[src/rtl/sdrc_burst_master.sv]
// Burst master in front of an SDRAM controller core: queues write data in a
// show-ahead FIFO, issues one app_req per command and streams the burst data.
module sdrc_burst_master #(
    parameter int unsigned DW       = 32,
    parameter int unsigned WD_DEPTH = 16
) (
    input  logic            clk,
    input  logic            reset,
    input  logic            cmd_valid,
    output logic            cmd_ready,
    input  logic [29:0]     cmd_addr,
    input  logic [8:0]      cmd_len,
    input  logic            cmd_wr_n,
    input  logic            wd_valid,
    output logic            wd_ready,
    input  logic [DW-1:0]   wd_data,
    output logic            rd_valid,
    output logic [DW-1:0]   rd_data,
    output logic            rd_last,
    output logic            err,
    output logic            app_req,
    output logic [29:0]     app_req_addr,
    output logic [8:0]      app_req_len,
    output logic            app_req_wr_n,
    input  logic            app_req_ack,
    input  logic            app_wr_next_req,
    output logic [DW-1:0]   app_wr_data,
    output logic [DW/8-1:0] app_wr_en_n,
    input  logic            app_rd_valid,
    input  logic [DW-1:0]   app_rd_data
);

    localparam int unsigned AW  = $clog2(WD_DEPTH);
    localparam int unsigned CW  = AW + 1;
    localparam int unsigned BEW = DW / 8;

    typedef enum logic [2:0] {IDLE, WAIT_WD, REQ, WDATA, RDATA} state_t;

    state_t        state;
    logic [DW-1:0] mem [WD_DEPTH];
    logic [AW-1:0] wr_ptr;
    logic [AW-1:0] rd_ptr;
    logic [CW-1:0] count;
    logic [CW-1:0] count_nxt;
    logic [8:0]    pop_cnt;
    logic [8:0]    beat_cnt;
    logic          push_c;
    logic          pop_c;
    logic          last_pop_c;
    logic          last_beat_c;

    // FIFO handshakes and the final pop/beat of the current burst
    always_comb begin
        push_c      = wd_valid && wd_ready;
        pop_c       = (state == WDATA) && app_wr_next_req && (count != '0);
        last_pop_c  = pop_c && (pop_cnt == app_req_len - 9'd1);
        last_beat_c = (state == RDATA) && app_rd_valid && (beat_cnt == app_req_len - 9'd1);
        count_nxt   = count;
        if (push_c && !pop_c) begin
            count_nxt = count + CW'(1);
        end else if (pop_c && !push_c) begin
            count_nxt = count - CW'(1);
        end
    end

    // Storage carries no reset; validity is tracked by the pointers and count
    always_ff @(posedge clk) begin
        if (push_c) begin
            mem[wr_ptr] <= wd_data;
        end
    end

    assign app_wr_data = mem[rd_ptr];

    always_ff @(posedge clk) begin
        if (reset) begin
            state        <= IDLE;
            cmd_ready    <= 1'b1;
            wd_ready     <= 1'b1;
            wr_ptr       <= '0;
            rd_ptr       <= '0;
            count        <= '0;
            pop_cnt      <= '0;
            beat_cnt     <= '0;
            err          <= 1'b0;
            app_req      <= 1'b0;
            app_req_addr <= '0;
            app_req_len  <= '0;
            app_req_wr_n <= 1'b0;
            app_wr_en_n  <= '1;
            rd_valid     <= 1'b0;
            rd_last      <= 1'b0;
            rd_data      <= '0;
        end else begin
            count    <= count_nxt;
            wd_ready <= (count_nxt < CW'(WD_DEPTH));
            if (push_c) begin
                wr_ptr <= wr_ptr + AW'(1);
            end
            if (pop_c) begin
                rd_ptr <= rd_ptr + AW'(1);
            end
            rd_valid <= (state == RDATA) && app_rd_valid;
            rd_data  <= app_rd_data;
            rd_last  <= last_beat_c;

            case (state)
                IDLE: begin
                    if (cmd_valid && cmd_ready) begin
                        app_req_addr <= cmd_addr;
                        app_req_len  <= cmd_len;
                        app_req_wr_n <= cmd_wr_n;
                        pop_cnt      <= '0;
                        beat_cnt     <= '0;
                        // Zero-length and oversized writes complete without leaving IDLE
                        if (cmd_len == 9'd0) begin
                            state <= IDLE;
                        end else if (!cmd_wr_n && (cmd_len > 9'(WD_DEPTH))) begin
                            err <= 1'b1;
                        end else if (!cmd_wr_n) begin
                            state     <= WAIT_WD;
                            cmd_ready <= 1'b0;
                        end else begin
                            state     <= REQ;
                            app_req   <= 1'b1;
                            cmd_ready <= 1'b0;
                        end
                    end
                end
                WAIT_WD: begin
                    if (9'(count) >= app_req_len) begin
                        state   <= REQ;
                        app_req <= 1'b1;
                    end
                end
                REQ: begin
                    if (app_req_ack) begin
                        app_req <= 1'b0;
                        if (app_req_wr_n) begin
                            state <= RDATA;
                        end else begin
                            state       <= WDATA;
                            app_wr_en_n <= '0;
                        end
                    end
                end
                WDATA: begin
                    if (pop_c) begin
                        pop_cnt <= pop_cnt + 9'd1;
                    end
                    if (last_pop_c) begin
                        state       <= IDLE;
                        cmd_ready   <= 1'b1;
                        app_wr_en_n <= BEW'({BEW{1'b1}});
                    end
                end
                RDATA: begin
                    if (app_rd_valid) begin
                        beat_cnt <= beat_cnt + 9'd1;
                    end
                    if (last_beat_c) begin
                        state     <= IDLE;
                        cmd_ready <= 1'b1;
                    end
                end
                default: begin
                    state     <= IDLE;
                    cmd_ready <= 1'b1;
                end
            endcase
        end
    end

endmodule

[config.mk]
export PLATFORM = sky130hd
export DESIGN_NAME = sdrc_burst_master
export DESIGN_NICKNAME = d
export VERILOG_FILES = /design/src/rtl/sdrc_burst_master.sv
export SDC_FILE = /design/constraint.sdc
export NUM_CORES = 1
export LEC_CHECK = 0
export ABC_AREA = 0
export CORE_MARGIN = 2
export CORE_UTILIZATION = 45
export DETAILED_ROUTE_END_ITERATION = 8
export GPL_ROUTABILITY_DRIVEN = 0
export PLACE_DENSITY = 0.65
export SLEW_MARGIN = 20
export SYNTH_ARGS = -nofsm -noshare
export SYNTH_HDL_FRONTEND = slang
export SYNTH_SLANG_ARGS = --single-unit
[constraint.sdc]
create_clock -name clk -period 3.87 [get_ports clk]
set_input_delay 0.5805 -clock clk [delete_from_list [all_inputs] [get_ports clk]]
set_output_delay 0.5805 -clock clk [all_outputs]
set_load 0.01 [all_outputs]
; ---- Word level (Yosys, flattened, before mapping)
; Memories as Yosys holds them, arrays and structs flattened. A register that Yosys moved wholly into a read port is not among the register bits.
; Cells that the tools add are included.
[totals]
romBits = 0
register_bits = 116
n_memories = 1
ramBits = 512
word_cells = 115
in_bits = 111
latchBits = 0
[classes]
addsub = 7
div = 0
eq_ne = 18
n_lt_le_gt_ge = 3
bitwise_logic = 2
mux = 38
n_reduce_logical = 29
shift = 0
n_mul = 0
[memory_table]
columns = name, depth, word_bits, rd, rd_ports_with_merged_regs, write_ports, line_no
row1 = mem, 16, 32, 1, 1, 1, 40  ; logic [DW-1:0] mem [WD_DEPTH];
[op_table]
columns = op, count
row1 = $pmux 9 s2, 2
row2 = $mux 9, 3
row3 = $mux 3, 8
row4 = $ne 2x2->1 const B, 11
row5 = $mux 4, 5
row6 = $add 9x1->9 const B, 2
row7 = $eq 9x9->1, 2
row8 = $pmux 3 s5, 1
row9 = $mux 1, 13
row10 = $reduce_and 6->1, 2
row11 = $logic_and 1x1->1, 10
row12 = $mux 5, 2
row13 = $ge 5x9->1, 1
row14 = $gt 9x5->1 const B, 1
row15 = $logic_not 9->1, 1
row16 = $sub 9x1->9 const B, 1
row17 = $add 4x1->4 const B, 2
row18 = $pmux 4 s2, 1
row19 = $reduce_and 4->1, 2
row20 = $reduce_and 7->1, 1
row21 = $eq 3x2->1 const B, 2
row22 = $reduce_and 3->1, 2
row23 = $reduce_bool 2->1, 3
row24 = $add 5x1->5 const B, 1
row25 = 15 further kinds, 18

; ---- Longest topological paths before layout
; Gate-level depths: netlist (run 1).
[depth]
depth_word = 7
ltp_mapped = 13

; ---- Least setup slack after synthesis (run 1)
; Ideal clock, no wire load.
[synth_timing]
path_type = input to register
startpoint = input port wd_valid
endpoint = memory mem[3][0], enable pin
slack_ns = 0.271
path_stages = 4
n_path_buf = 0
required_time_ns = 3.409
t_arrival_ns = 3.138
path_cell_list = nand2_1 clkinv_1 nand2_1 nor3_1
[synth_via]
elab_chain_cells = 3
[synth_rtl]
columns = item, line_no
row1 = from (decl), 14  ; input logic wd_valid,
row2 = $logic_and 1x1->1, 54  ; push_c = wd_valid && wd_ready;
row3 = named net push_c, 47  ; logic push_c;
row4 = $mux 1, 68  ; if (push_c) begin
row5 = $mux 1 (implied by the code), 69  ; mem[wr_ptr] <= wd_data;
row6 = to (decl), 40
; The timed path passes the listed nets, and every way through them passes these cells.

==> results of run 1 <==
[logic make-up (layout without fill, tap and decap cells)]
family / Yosys count / count (layout) / share of synthesized area, %
flip-flops: 629 / 629 / 73.2
AND/OR/NAND/NOR: 262 / 262 / 5.16
multiplexers: 162 / 162 / 15.0
AO/OA/AOI/OAI: 96 / 96 / 2.47
buffers and inverters: 88 / 397 / 1.71
XOR/XNOR: 42 / 42 / 1.63
adder cells (fa/ha/maj): 17 / 17 / 0.879
other: 0 / 1 / 0
[layout make-up]
cell class                      instances  area (um2)  area share [%]
Sequential cell                       629       17700            59.7
Multi-Input combinational cell        579        6190            20.9
Timing Repair Buffer                  263        2780            9.37
Clock buffer                           88        1810            6.09
Tap cell                              696         871            2.93
Clock inverter                         29         253           0.851
Inverter                               17        63.8           0.215
Antenna cell                            1        2.50         0.00842
[routing by layer]
layer,global-route usage [%],vias to the layer above
li1,-,5628
met2,33.5,449
met3,4.62,72
met1,25.4,6425
met4,5.94,0
met5,0,-
[power breakdown]
group          internal [uW]  switching, uW  leakage (uW)
Sequential              7470            110       0.00559
Clock                   3500           2540      0.000985
Combinational            560            600       0.00283
Total                  11500           3250       0.00941
[sequential cells by signal, indices dropped and copies added, names as in the netlist, 3 cells and up, named ones only]
register	flops
rd_data	32
app_req_len	9
beat_cnt	9
count	5
app_req_addr	30
state	3
mem	512
wr_ptr	4
rd_ptr	4
pop_cnt	9
[worst reg2reg max path: cells and delay by family (launching register included)]
family | cells | cell delay [ns]
AO/OA/AOI/OAI | 2 | 0.55
XOR/XNOR | 1 | 0.15
adder cells (fa/ha/maj) | 1 | 0.40
buffers and inverters | 1 | 0.05
flip-flops | 1 | 0.59
AND/OR/NAND/NOR | 3 | 0.83
[layout by cell type (no fill, tap or decap), types with 17 or more instances in the layout]
| cell | Yosys | final |
|---|---|---|
| a21oi_1 | 58 | 58 |
| clkbuf_16 | 0 | 69 |
| xnor2_1 | 20 | 20 |
| nor2_1 | 55 | 43 |
| buf_4 | 3 | 20 |
| mux4_2 | 160 | 160 |
| dfxtp_1 | 117 | 113 |
| buf_12 | 0 | 20 |
| edfxtp_1 | 512 | 512 |
| clkdlybuf4s50_1 | 0 | 223 |
| nand2_1 | 111 | 111 |
| xor2_1 | 20 | 20 |
| ha_1 | 17 | 17 |
| nor2b_1 | 35 | 35 |
| clkbuf_1 | 47 | 18 |
[stage by stage]
step	instances	worst slack, ns	hold WS [ns]	total power, uW
4_1_cts	2301	0.133	0.406	15000
3_3_place_gp	2184	0.784	0.441	8870
3_5_place_dp	2184	0.774	0.448	8890
2_1_floorplan	1296	0.271	0.468	8300
5_1_grt	2302	0.0757	0.459	15300
6_report	2302	0.213	0.447	14800
[path summary, 6_finish.rpt]
path,slack (ns),to
hold / removal,0.45,count[2]
hold reg to reg,0.45,app_req_addr[16]
setup / recovery,0.21,app_wr_data[15]
setup reg to reg,1.20,wd_ready
==> results.md, run 1 <==
* Outcome: complete, no violations
* Initial DRC count at 899
* Final Cycle Share at roughly 95%
* Hold Crit Depth at 2
* RSZ-0062 raised after global routing: no
* Total number of vias at between 10k and 15k
* Pins over their slew limit at 0
* Final core utilization at about 56%
* Post CTS Setup Buffer Count at 0
* Yosys top cell by area: edfxtp_1
* Top Layer Used: met4
* Hold crit path type: in -> reg
* Routed WL per cell at 23.5 um
* Core area at ~53000 um2
* Routed wl met2 at ~27000 um
* Post-synth EDFFs at roughly 510
* Final ANT Viol Nets at 0
* Filler cells at 4095
* Register bit count reported by yosys at 629
* Die extent in x at ~240 um
* Cell count along the critical path at 4
* Worst Max-Slew Pin Slew at around 0.93 ns
* Yosys top cell area share at a little under two thirds
* Max-Cap Viols at 0
* I/O Buffers at roughly 220
* Post-synth net total at ~1.4k
* Post-Syn Area per Cell at about 19 um2
* Setup CP Type: reg -> out
* Post-cts resize count at 0
* Async SR Flop Fraction at 0%
* Final HPWL DP at between 30000 and 40000 um
* CTS Buf Count at 68
* Fmax at between 200 and 300 MHz
* Top-count cell post-synth: edfxtp_1
* Wl on met1 at 22200 um
* Largest net degree at the start of global routing at roughly 90
* CP Capture Type: output pin
* Top post-synthesis cells by area: edfxtp_1 (64%), mux4_2 (15%), dfxtp_1 (9.7%)
* Startpoint types: flop
* DP Area at around 28000 um2
* Core Rows at 85
* Layout cell share with drive strength beyond 1 at about a fifth
* Initial antenna violation count at 1
* Overall routing resource usage at 19.8%
* H-tree depth at 3
* Setup-failing EPs final at 0
* P&R area growth vs syn at 22.7%
* Tmin final at 3.66 ns
* Sequential cell area fraction in the yosys report at around three quarters
* Clock sink count at 629
* Crit-path cells: buf_12, mux4_2, mux4_2, clkdlybuf4s50_1
* Vias in the first global route at approximately 13k
* Critical Path Max Stage Delay at 0.56 ns
* Residual DRC count at 0
* Power Density at 498 nW/um2
* Layout Nets at 1686
* GRT overflow at 0
* Mapped cell area at 24200 um2
* WP buf/inv at 2
* Critical hold path startpoint: reset
* Clock transition at the registers of the reported paths at ~0.060 ns
* Starting density of the core at around 45%
* I/O pin cnt at roughly 230
* Setup TNS at 0 ns
* Critical Path RT at approximately 3.3 ns
* Yosys warning count at 0
* Number of different library cells in the post-synthesis netlist at 58
* Clk buf depth at 3
* Synth Instances at about 1.3k
* R2r startpoint: state[1]
* Final instance area at around 30000 um2
* DRT Pass-1 Iters at 5
* Worst EP arrival at between 3 and 4 ns
* Final hold viol count at 0
* Worst slew margin at 37.5%
* Clock skew at 0.0194 ns
* CP most frequent cell: mux4_2
* Slowest CP cell: mux4_2
* Clock Root Buffer: clkbuf_16
* Worst-path maximum fanout at between 40 and 50
* Ys flop type: edfxtp_1
* Vias per Instance at roughly 5.5
* P_leak at between 0.009 and 0.01 uW
* WL met3 at between 3000 and 4000 um
* CP delay by family, top: multiplexers
* Die Span Y at 236 um
* Peak supply drop at 0.312 mV
* Drt total wl at between 50000 and 60000 um
* First-pass GRT wire length at 81900 um
* Post-synth top cells: edfxtp_1 (512), mux4_2 (160), dfxtp_1 (117), nand2_1 (111), a21oi_1 (58)
* CTS tree: yes
* Die area at approximately 56000 um2
* Hold buffer count at CTS at 0
* Worst-Skew Late Latency at 0.59 ns
* Reg2Reg Depth at 8
(Power assumes the default switching activity.)
==> run 2: changes to the inputs <==
Settings changed: ABC_CLOCK_PERIOD_IN_PS from default to 3870, CELL_PAD_IN_SITES_DETAIL_PLACEMENT from default to 0, CELL_PAD_IN_SITES_GLOBAL_PLACEMENT from default to 2, CORE_UTILIZATION 45 to 43, PLACE_DENSITY 0.65 to default, PLACE_DENSITY_LB_ADDON from default to 0.1, SETUP_SLACK_MARGIN from default to 0.5.
==> run 2 against run 1 <==
Compared with the run above:
- register-to-register slack improved by 0.02 ns
- critical path depth rose by 2
- clock power rose by 2%
- global-route usage rose by 0.19 points
- largest cell class unchanged
- maximum frequency rose by 12%
- final cell count rose by 3.6%
- die area rose by 4.6%
- worst setup slack improved by 0.38 ns
==> results.md, run 2 (synthesized netlist as in run 1, its figures left out) <==
* Final instance area at 30200 um2 (+1.6%)
* Final Cycle Share at 84.7% (-9.8 points)
* Vias in the first global route at 13.3k (+0.24%)
* Layout cell share with drive strength beyond 1 at 21.3% (+1.7 points)
* Hold_ws at 0.422 ns (-0.0250 ns)
* Layout Nets at 1714 (+1.7%)
* Core area at 55400 um2 (+3.6%)
* Flop-to-flop setup slack at 1.22 ns (+0.02 ns)
* Die extent in x at 241 um (+2.3%)
* Die Span Y at 241 um (+2.3%)
* Max FFs per register at 512 (unchanged)
* End of the worst hold path: err
* First-pass GRT wire length at 84100 um (+2.7%)
* Clock Root Buffer: clkbuf_16
* Most flops, register: mem
* DRT Pass-1 Iters at 4 (-1)
* Critical Path Max Stage Delay at 0.51 ns (-0.05 ns)
* GRT overflow at 0 (unchanged)
* Reg2Reg Depth at 9 (+1)
* Commonest non-fill, non-tap cell in the layout: edfxtp_1
* Starting density of the core at 43.7% (-1.6 points)
* H-tree depth at 3 (unchanged)
* Peak supply drop at 0.293 mV (-6.1%)
* Setup-failing EPs final at 0 (unchanged)
* I/O Buffers at 224 (unchanged)
* Setup CP Type: reg -> out
* Biggest regs: mem (512), rd_data (32), app_req_addr (30)
* RSZ-0062 raised after global routing: yes
* Worst slew margin at 47.9% (+10 points)
* Overall routing resource usage at 19.9% (+0.19 points)
* Worst EP arrival at 2.70 ns (-0.38 ns)
* Worst setup margin at 0.590 ns (+0.378 ns)
* Clock skew at 0.0111 ns (-0.00831 ns)
* P_leak at 0.00972 uW (+3.4%)
* Final ANT Viol Nets at 0 (unchanged)
* Initial antenna violation count at 3 (+2)
* Setup TNS at 0 ns (unchanged)
* Top Layer Used: met5
* Core Rows at 86 (+1.2%)
* CP Capture Type: output pin
* Hold crit path type: in -> reg
* Max-Cap Viols at 0 (unchanged)
* Worst Max-Slew Pin Slew at 0.782 ns (-0.147 ns)
* Routed WL per cell at 23.8 um (+1.2%)
* Worst-Skew Late Latency at 0.59 ns (about the same)
* Pins over their slew limit at 0 (unchanged)
* Total number of vias at 12.7k (+1.3%)
* I/O pin cnt at 225 (unchanged)
* Filler cells at 4401 (+7.5%)
* Commonest non-fill, non-tap cells in the layout: edfxtp_1 (512), clkdlybuf4s50_1 (191), mux4_2 (160)
* Outcome: complete, no violations
* Reg2reg end: wd_ready
* Hold Crit Depth at 2 (unchanged)
* CTS Buf Count at 67 (-1.5%)
* Clk buf depth at 3 (unchanged)
* Worst slack at placement at 0.644 ns (-0.130 ns)
* R2r startpoint: state[1]
* Die area at 58200 um2 (+4.6%)
* Final core utilization at 54.5% (-1.1 points)
* Slowest CP cell: mux4_2
* Initial DRC count at 834 (-7.2%)
* Residual DRC count at 0 (unchanged)
* Routed wl met2 at 27700 um (+2.2%)
* CTS tree: yes
* Critical hold path startpoint: reset
* WL met3 at 4220 um (+13%)
* Final hold viol count at 0 (unchanged)
* Crit-path cells: buf_12, buf_12, buf_16, mux4_2, mux4_2, dlygate4sd2_1
* Final HPWL DP at 30600 um (-0.30%)
* Clock sink count at 629 (unchanged)
* Power Density at 494 nW/um2 (-0.79%)
* Startpoint types: flop
* Tmin final at 3.28 ns (-0.378 ns)
* Fmax at 305 MHz (+12%)
* Clock transition at the registers of the reported paths at 0.06 ns (about the same)
* DP Area at 27600 um2 (-0.23%)
* Drt total wl at 56700 um (+4.8%)
* Wl on met1 at 23700 um (+6.8%)
* Largest net degree at the start of global routing at 66 (-26%)
* Critical Path RT at 3.29 ns (about the same)
* P&R area growth vs syn at 24.7%
* Worst-path maximum fanout at 10 (-77%)
* Vias per Instance at 5.34 (-2.2%)
## run 2: how the worst max path moves through the flow
stage,startpoint,endpoint,slack (ns),cells after the start
final,flop,app_wr_data[8],0.59,6
after CTS,flop,app_wr_data[30],0.36,5
after floorplan,flop,app_wr_data[11],1.11,4
after global routing,flop,app_wr_data[15],0.50,6
after global placement,flop,app_wr_data[5],0.65,4
after detailed placement,flop,app_wr_data[5],0.64,4
## run 2: layout make-up
class                           count  area, um2  area share, %
Timing Repair Buffer              292       3130           10.4
Antenna cell                        2       5.00         0.0166
Clock inverter                     29        293          0.970
Inverter                           17       63.8          0.211
Multi-Input combinational cell    579       6220           20.6
Tap cell                          748        936           3.10
Clock buffer                       88       1810           5.99
Sequential cell                   629      17700           58.7
## run 2: timing repair
item,in CTS,in global routing
hold buffers,0,0
gates cloned,5,0
setup buffers,20,11
setup endpoints to repair,32,19
gates resized for setup,35,18
endpoints found under the hold margin,0,0
## run 2: metal layers
| metal | vias to the layer above | global-route usage (%) |
|---|---|---|
| li1 | 5693 | - |
| met1 | 6583 | 26.3 |
| met2 | 367 | 32.4 |
| met3 | 83 | 5.66 |
| met4 | 6 | 5.99 |
| met5 | - | 0 |
## run 2: power breakdown
part | switching [uW] | internal [uW]
registers | 96.2 | 7470
clock network | 2510 | 3680
logic | 605 | 543
total | 3210 | 11700
## run 2: stage by stage
stage / power, uW / instances
finish: 14900 / 2384
global route: 15500 / 2382
CTS: 15100 / 2371
detailed placement: 8880 / 2229
global placement: 8870 / 2229
floorplan: 8300 / 1296
## run 2: critical path, delay by kind of cell, from the launching register on
family | cells | cell delay (ns)
buf+inv | 4 | 0.71
flops | 1 | 0.38
mux | 2 | 1.00
==> run 3: changes to the inputs <==
Settings changed: ABC_CLOCK_PERIOD_IN_PS 3870 to 3370.
Clock period 3.87 ns to 3.37 ns, I/O delays scaled along.
==> run 3 against run 2 <==
Compared with the run above:
- sequential cell count did not move
- sequential power rose by 15%
- register-to-register slack worse by 0.46 ns
- routed wire length increased by 3.2%
- sequential share of layout area decreased by 0.90 points
- critical path type unchanged
- largest power group unchanged
- highest routed layer is now met4
- final cell count rose by 1.3%
- via count rose by 2.1%
- clock power up 15%
==> results.md, run 3 (synthesized netlist as in run 1, its figures left out) <==
* Outcome: complete, no violations
* Reg2reg end: state[0]
* GRT overflow at 0 (unchanged)
* Die Span Y at 241 um (unchanged)
* WL met3 at 4060 um (-3.7%)
* Final HPWL DP at 33400 um (+9.0%)
* Final instance area at 30700 um2 (+1.6%)
* Max FFs per register at 512 (unchanged)
* Biggest regs: mem (512), rd_data (32), app_req_addr (30)
* Reg2Reg Depth at 9 (unchanged)
* Slowest CP cell: mux4_2
* Critical Path RT at 2.86 ns (-0.43 ns)
* Routed WL per cell at 24.3 um (+1.9%)
* Wl on met1 at 24900 um (+5.0%)
* Power Density at 561 nW/um2 (+14%)
* Fmax at around 320 MHz
* Setup CP Type: reg -> out
* Filler cells at 4342 (-1.3%)
* Final ANT Viol Nets at 0 (unchanged)
* Layout Nets at 1741 (+1.6%)
* Hold crit path type: in -> reg
* Core Rows at 86 (unchanged)
* P&R area growth vs syn at 26.6%
* Worst slew margin at 56.4% (+8.5 points)
* Worst setup margin at 0.241 ns (-0.349 ns)
* Antenna cells at 0 (-2)
* Worst-path maximum fanout at 6 (-4)
* I/O pin cnt at 225 (unchanged)
* Total number of vias at 13.0k (+2.1%)
* Core area at 55400 um2 (unchanged)
* Overall routing resource usage at 20.4% (+0.45 points)
* WP buf/inv at 4 (unchanged)
* Die extent in x at 241 um (unchanged)
* Starting density of the core at 43.7% (unchanged)
* Largest net degree at the start of global routing at 46 (-30%)
* RSZ-0062 raised after global routing: yes
* First-pass GRT wire length at 85800 um (+2.0%)
* I/O Buffers at 224 (unchanged)
* Final hold viol count at 0 (unchanged)
* P_leak at 0.00991 uW (+1.9%)
* Tmin final at ~3.1 ns
* Final Cycle Share at around 93%
* DP Area at 27800 um2 (+0.74%)
* Flop-to-flop setup slack at 0.76 ns (-0.46 ns)
* Worst slack at placement at 0.402 ns (-0.242 ns)
* Final core utilization at 55.3% (+0.85 points)
* Crit-path cells: buf_16, buf_16, buf_4, mux4_2, mux4_2, clkdlybuf4s15_2
* Most flops, register: mem
* Clk buf depth at 3 (unchanged)
* Worst Max-Slew Pin Slew at 0.648 ns (-0.134 ns)
* CP Capture Type: output pin
* Initial antenna violation count at 0 (-3)
* Clock sink count at 629 (unchanged)
* Total Power at 17200 uW (+15%)
* Initial DRC count at 906 (+8.6%)
* Critical hold path startpoint: reset
* Clock Root Buffer: clkbuf_16
* Layout cell share with drive strength beyond 1 at 24.7% (+3.4 points)
* Top Layer Used: met4
* Setup TNS at 0 ns (unchanged)
* Commonest non-fill, non-tap cell in the layout: edfxtp_1
* CTS tree: yes
* Critical Path Max Stage Delay at 0.49 ns (-0.02 ns)
* Die area at 58200 um2 (unchanged)
* Hold buffer count at CTS at 0 (unchanged)
* Peak supply drop at 0.316 mV (+7.9%)
* Startpoint types: flop
* Clock transition at the registers of the reported paths at 0.06 ns (about the same)
* Clock skew at 0.0233 ns (+0.0123 ns)
* Setup-failing EPs final at 0 (unchanged)
* Hold Crit Depth at 2 (unchanged)
* DRT Pass-1 Iters at 6 (+2)
* Vias per Instance at 5.38 (+0.82%)
* Vias in the first global route at 13.2k (-1.2%)
* Worst EP arrival at 2.62 ns (-0.08 ns)
* Residual DRC count at 0 (unchanged)
* Commonest non-fill, non-tap cells in the layout: edfxtp_1 (512), clkdlybuf4s50_1 (191), mux4_2 (160)
* Drt total wl at 58600 um (+3.2%)
* CP delay by family, top: multiplexers
* Routed wl met2 at 28600 um (+3.5%)
* End of the worst hold path: err
* H-tree depth at 3 (unchanged)
* R2r startpoint: app_req_len[1]
* CTS Buf Count at 68 (+1.5%)
* Pins over their slew limit at 0 (unchanged)
* Worst-Skew Late Latency at 0.60 ns (about the same)
* Max-Cap Viols at 0 (unchanged)
[run 3: changes by cell type in the layout (fill, tap and decap cells not counted), moves of 3 or more]
cell / change
buf_12: +3
buf_16: +6
buf_2: +8
buf_4: +11
buf_6: +20
clkbuf_16: +3
clkinv_2: +3
dlygate4sd2_1: -21
dlymetal6s2s_1: -7
[run 3: report_power, final]
part	internal (uW)	total [uW]	switching (uW)
clock network	4160	7140	2980
registers	8580	8680	106
logic	655	1370	717
[run 3: worst max path at each step]
stage / start / end / cells after the start
after detailed placement: flop / app_wr_data[20] / 5
after global routing: flop / app_wr_data[18] / 7
after floorplan: flop / app_wr_data[11] / 4
after global placement: flop / app_wr_data[20] / 5
after CTS: flop / app_wr_data[16] / 6
final: flop / app_wr_data[26] / 6
[run 3: routing by layer]
layer  vias up  track usage, %
met5         -               0
met4         0            5.50
met3        74            4.90
met2       395            33.0
met1      6760            27.9
li1       5769               -
[run 3: final cells by class]
cell class	count	area [um2]	share of cell area, %
clock inverter	36	309	1.01
tap	748	936	3.05
clock buffer	87	1830	5.96
inverter	17	63.8	0.208
sequential	629	17700	57.8
multi-input combinational	579	6220	20.3
timing repair buffer	318	3570	11.6
[run 3: repair_timing]
item,in CTS,in global routing
setup endpoints to repair,32,33
endpoints found under the hold margin,0,0
setup buffers,21,3
cloned,12,2
gates resized for setup,156,22
[run 3: per-stage QoR]
stage | hold slack, ns | std cells
after global placement | 0.442 | 2253
after detailed placement | 0.449 | 2253
final | 0.379 | 2414
after floorplan | 0.468 | 1296
after CTS | 0.358 | 2409
after global routing | 0.399 | 2414
